## src/rtl/down_counter_jk_pkg.sv

```systemverilog
// Shared constants for the JK-flop based counters.
package down_counter_jk_pkg;

  // JK select codes, indexed as {J,K}
  localparam logic [1:0] JK_HOLD = 2'b00;
  localparam logic [1:0] JK_CLR  = 2'b01;
  localparam logic [1:0] JK_SET  = 2'b10;
  localparam logic [1:0] JK_TGL  = 2'b11;

  // Default counter width, common to the up and down counters
  localparam int unsigned DEFAULT_WIDTH = 4;

endpackage

```

## src/rtl/down_counter_jk_jk_ff_mux.sv

```systemverilog
// Single JK flip-flop whose next state is a 4:1 mux selected by {J,K}.
module jk_ff_mux
  import down_counter_jk_pkg::*;
(
  input  logic clk,
  input  logic reset,
  input  logic j,
  input  logic k,
  output logic q
);

  logic d;

  // Next-state mux: hold / clear / set / toggle
  always_comb begin
    d = q;
    case ({j, k})
      JK_HOLD: d = q;
      JK_CLR:  d = 1'b0;
      JK_SET:  d = 1'b1;
      JK_TGL:  d = ~q;
      default: d = q;
    endcase
  end

  // State bit, asynchronously cleared
  always_ff @(posedge clk or posedge reset) begin
    if (reset) q <= 1'b0;
    else       q <= d;
  end

endmodule

```

## src/rtl/down_counter_jk.sv

```systemverilog
// Synchronous down counter from JK flops with load, enable, zero flag and borrow pulse.
module down_counter_jk
  import down_counter_jk_pkg::*;
#(
  parameter int unsigned WIDTH = DEFAULT_WIDTH
) (
  input  logic             clk,
  input  logic             reset,
  input  logic             en,
  input  logic             load,
  input  logic [WIDTH-1:0] load_val,
  output logic [WIDTH-1:0] count,
  output logic             zero,
  output logic             borrow
);

  logic [WIDTH-1:0] t;
  logic [WIDTH-1:0] j;
  logic [WIDTH-1:0] k;

  // Toggle chain: bit i flips when every lower bit is zero
  always_comb begin
    t    = '0;
    t[0] = 1'b1;
    for (int unsigned i = 1; i < WIDTH; i++) begin
      t[i] = t[i-1] & ~count[i-1];
    end
  end

  // J/K select: load forces set/clear per bit, enable toggles along the chain
  always_comb begin
    j = '0;
    k = '0;
    for (int unsigned i = 0; i < WIDTH; i++) begin
      if (load) begin
        {j[i], k[i]} = load_val[i] ? JK_SET : JK_CLR;
      end else if (en) begin
        {j[i], k[i]} = t[i] ? JK_TGL : JK_HOLD;
      end else begin
        {j[i], k[i]} = JK_HOLD;
      end
    end
  end

  // One JK flop per count bit
  for (genvar g = 0; g < int'(WIDTH); g++) begin : g_bit
    jk_ff_mux u_ff (
      .clk   (clk),
      .reset (reset),
      .j     (j[g]),
      .k     (k[g]),
      .q     (count[g])
    );
  end

  // Zero flag decoded straight from the registered count
  assign zero = (count == '0);

  // Borrow pulses only on a counting edge that leaves zero
  always_ff @(posedge clk or posedge reset) begin
    if (reset) borrow <= 1'b0;
    else       borrow <= ~load & en & (count == '0);
  end

endmodule

```

## config.mk

```make
export PLATFORM = sky130hd
export DESIGN_NAME = down_counter_jk
export DESIGN_NICKNAME = d
export VERILOG_FILES = /design/src/rtl/down_counter_jk_pkg.sv /design/src/rtl/down_counter_jk_jk_ff_mux.sv /design/src/rtl/down_counter_jk.sv
export SDC_FILE = /design/constraint.sdc
export NUM_CORES = 1
export LEC_CHECK = 0
export CORE_AREA = 2 2 39 41
export CTS_CLUSTER_SIZE = 8
export DETAILED_ROUTE_END_ITERATION = 12
export DIE_AREA = 0 0 41 43
export PLACE_DENSITY = 0.56
export SLEW_MARGIN = 20
export SYNTH_ARGS = -nofsm -noshare
export SYNTH_HDL_FRONTEND = slang
export SYNTH_SLANG_ARGS = --single-unit
```

## constraint.sdc

```tcl
create_clock -name clk -period 1.8 [get_ports clk]
set_input_delay 0.36 -clock clk [delete_from_list [all_inputs] [get_ports clk]]
set_output_delay 0.36 -clock clk [all_outputs]
set_load 0.01 [all_outputs]
```

# Yosys cells after proc, flatten, opt, wreduce, memory -nomap -nowiden
# Index checks and enable logic that the tools add are counted.
# W data, S select, Z words.
[totals]
regBits = 5
out_inout_bits = 6
elab_cells = 57
[classes]
eq_ne = 12
muxes = 26
bitwise = 9
reduce_logical = 5
[ops]
columns = ["op", "count"]
rows = [
  ["$eq A2 B2 Y1 const B", 8],
  ["$mux W1", 15],
  ["$mux W2", 7],
  ["$pmux W1 S3", 4],
  ["$eq A2 B1 Y1 const B", 4],
  ["$logic_not A2 Y1", 4],
  ["$not A1 Y1", 5],
  ["$and A1 B1 Y1", 4],
  ["$logic_not A4 Y1", 1],
]

# Logic depth before layout (Yosys ltp)
[logic_depth]
word_depth = 8
ltp_mapped = 3
depth_no_buf = 3

# Modules after synthesis
# From an unflattened synthesis, not the netlist that was laid out.
[hier_totals]
hier_cells = 35
area_unflattened_um2 = 286.5
[modules_own_cells]
columns = ["module", "instances", "cells_per_inst", "area_per_inst_um2", "seq_area_each_um2"]
rows = [
  ["jk_ff_mux", 4, 4, 37.5, 25.0],
  ["down_counter_jk", 1, 19, 136.4, 25.0],
]

# Worst setup path after synthesis
# No wires, ideal clock.
[synth_path]
kind = "reg2out"
startpoint = "reg g_bit[2].u_ff.q"
endpoint = "out zero"
t_arrival_ns = 0.863
t_required_ns = 1.440
path_slack_ns = 0.577
stages_incl_launch_ff = 2
n_path_buf = 0
cell_sequence = "dfrtp_1 > nor4_1"
[synth_via]
elab_chain_cells = 1
[synth_lines]
columns = ["item", "line", "rtl"]
rows = [
  ["start, declared", "down_counter_jk_jk_ff_mux.sv:9", "output logic q"],
  ["start signal, assigned", "down_counter_jk_jk_ff_mux.sv:28", "if (reset) q <= 1'b0;"],
  ["start signal, assigned", "down_counter_jk_jk_ff_mux.sv:29", "else q <= d;"],
  ["$logic_not A4 Y1", "down_counter_jk.sv:57", "assign zero = (count == '0);"],
  ["end, declared", "down_counter_jk.sv:13", "output logic zero,"],
]
# No other way between the ends.

# Worst setup path in the final report
[layout_path]
startpoint = "reg g_bit[0].u_ff.q"
endpoint = "out count[0]"
[layout_rtl]
columns = ["item", "line", "rtl"]
rows = [
  ["start, declared", "down_counter_jk_jk_ff_mux.sv:9", ""],
  ["start signal, assigned", "down_counter_jk_jk_ff_mux.sv:28", ""],
  ["start signal, assigned", "down_counter_jk_jk_ff_mux.sv:29", ""],
  ["end, declared", "down_counter_jk.sv:12", "output logic [WIDTH-1:0] count,"],
]
# No word-level cell between the ends.

==> flow_metrics.env <==
export IMPL_run_status="completed"
export IMPL_layout_commonest_cell="clkdlybuf4s50_1"
export IMPL_via_per_inst=4.21
export IMPL_clockRootBuffer="clkbuf_4"
export IMPL_cp_required_ps=1440
export IMPL_worstSetupPathType="reg2out"
export IMPL_multi_input_area_sq_um=119
export IMPL_min_path_type="in2async"
export IMPL_io_buffers=13
export IMPL_clockBufferDepth=2
export IMPL_r2r_setup_slack_ps=500
export IMPL_cp_end_kind="primary output"
export IMPL_yosysUniqueCellTypes=13
export IMPL_cp_arrival_ps=1250
export IMPL_final_cells=56
export IMPL_worstSetupStartpointType="register"
export IMPL_crit_chain="buf_4 > clkdlybuf4s50_1"
export IMPL_ys_flop_type="dfrtp_1"
export IMPL_worst_pin_slew_ps=294
export IMPL_grt_setup_unrepaired="false"
export IMPL_grt_pass1_wl_um=986
export IMPL_avgSynthCellArea_sq_um=10.7
export IMPL_relSlewSlack=0.804
export IMPL_grt_start_max_net_pins=10
export IMPL_crit_buf_inv=2
export IMPL_totalWireLength_um=523
export IMPL_synth_simple_gate_area_frac=0.238
export IMPL_synth_seq_cells=5
export IMPL_cp_startpoint="g_bit[0].u_ff.q"
export IMPL_cts_tree="done"
export IMPL_cts_buffers_inserted=3
export IMPL_antenna_found_initial=0
export IMPL_syn_inst=27
export IMPL_p_leak_nw=0.178
export IMPL_setup_viol=0
export IMPL_final_area_sq_um=430
export IMPL_slew_viol_final=0
export IMPL_synth_compound_area_frac=0.0823
export IMPL_vias=236
export IMPL_post_synth_top_area_fraction=0.433
export IMPL_first_pass_iters=2
export IMPL_hpwl_um=428
export IMPL_finClkSkew_ps=0.488
export IMPL_num_fill_cells=154
export IMPL_std_cell_rows=14
export IMPL_clkPwrFrac=0.352
export IMPL_clock_sinks=5
export IMPL_fin_util=0.311
export IMPL_die_height_um=43
export IMPL_regArea_sq_um=125
export IMPL_wl_per_cell_um=9.34
export IMPL_core_area_sq_mm=0.00138
export IMPL_path_delay_family="buffers and inverters"
export IMPL_yosys_area_share_xor_xnor=0.0909
export IMPL_async_reset_ff_frac=1.00
export IMPL_grt_usage=0.0868
export IMPL_peakVddDrop_uv=331
export IMPL_timing_rr_start="g_bit[0].u_ff.q"
export IMPL_n_antenna_cell=0
export IMPL_area_growth_pct=48.9
export IMPL_synth_top_family_by_area="simple AND/OR/NAND/NOR gates"
export IMPL_fin_crit_ps=1610
export IMPL_die_x_um=41
export IMPL_synth_seq_area_share=0.433
export IMPL_synth_top_area_cell="dfrtp_1"
export IMPL_worst_path_max_fanout=5
export IMPL_placed_cells=52
export IMPL_synthTopCellsByArea="dfrtp_1, buf_4, xnor2_1"
export IMPL_synth_edf_count=0
export IMPL_drive_gt1_frac=0.175
export IMPL_fmax_mhz=620
export IMPL_fin_crit_sh=0.895
export IMPL_combPwrFrac=0.263
export IMPL_layout_common_cells="clkdlybuf4s50_1, dfrtp_1"
export IMPL_slowest_stage="clkdlybuf4s50_1"
export IMPL_power_density_mw_per_mm2=848
export IMPL_dieArea_sq_mm=0.00176
export IMPL_finalPower_uw=365
export IMPL_worstSetupPathDepth=2
export IMPL_synth_adder_area_share=0
export IMPL_first_iter_violations=3
export IMPL_yosys_warnings=0
export IMPL_power_net_switching_uw=94.4
export IMPL_internal_power_uw=270
export IMPL_initial_core_util=0.209
export IMPL_cts_max_level=1
export IMPL_synthMuxAreaShare=0
export IMPL_insertion_delay_ps=240
export IMPL_rr_endpoint="g_bit[3].u_ff.q"
export IMPL_tns_ps=0
export IMPL_synth_fp_nets=35
export IMPL_place_congestion=0.648
export IMPL_final_antenna_net_count=0
export IMPL_grt_pass1_vias=240
export IMPL_path_clk_slew_ps=40
export IMPL_synthesis_area_sq_um=289
export IMPL_drt_drc_violations_left=0
export IMPL_timing_max_cap_violations=0
export IMPL_max_stage_delay_ps=530
export IMPL_io_pins=14
export IMPL_grt_overflow_total=0
export IMPL_p_sw_frac=0.259
export IMPL_final_nets=49
export IMPL_placed_area_sq_um=405
export IMPL_hold_viol_final=0
export IMPL_seq_power_share=0.384
export IMPL_reg2reg_depth=4
==> per-layer routing <==
layer / GRT usage / part of all wire
met3: 0.0157 / 0.075
met5: 0 / 0
met1: 0.121 / 0.44
met2: 0.106 / 0.46
met4: 0.0800 / 0.025
==> cell usage after synthesis, types with 2 or more instances <==
library cell,count
buf_4,4
dfrtp_1,5
nand2_1,3
nor3b_1,2
o21ai_0,3
xnor2_1,3
==> per-stage QoR <==
step | hold WS [ps] | setup slack (ps)
after floorplan | 139 | 577
after detailed placement | 507 | 153
after global placement | 503 | 165
after global routing | 343 | 109
after CTS | 325 | 173
final | 316 | 188
==> registers in the layout, indices dropped and copies added, names as in the netlist <==
register	cells
g_bit.u_ff.q	4
borrow	1
==> power groups by stage <==
stage	logic (mW)	clock network, mW	registers (mW)
after floorplan	0.0598	0	0.142
after global placement	0.0995	0	0.141
after detailed placement	0.0993	0	0.142
after CTS	0.0983	0.133	0.140
after global routing	0.108	0.140	0.143
final	0.0960	0.129	0.140
==> cell families after synthesis <==
family / count (synthesis)
buf+inv: 6
flops: 5
simple gates: 9
xor+xnor: 3
compound gates: 4
==> final cells by class <==
class,count,area share
repair buffers,14,0.317
inverters,1,0.00872
flip-flops and latches,5,0.291
well taps,16,0.0465
multi-input cells,16,0.276
clock buffers,4,0.0610
==> repair_timing <==
action,4_1_cts,5_1_grt
setup endpoints to repair,1,0
gates resized for setup,1,0
setup buffers,0,0
hold buffers,0,0
==> how the worst max path moves through the flow <==
stage                           end  slack [ps]
finish                     count[0]         190
global route               count[0]         110
CTS                        count[0]         170
detailed placement  g_bit[3].u_ff.q         150
global placement    g_bit[3].u_ff.q         170
floorplan                      zero         580
No activity file was read; power rests on OpenSTA's default activity.
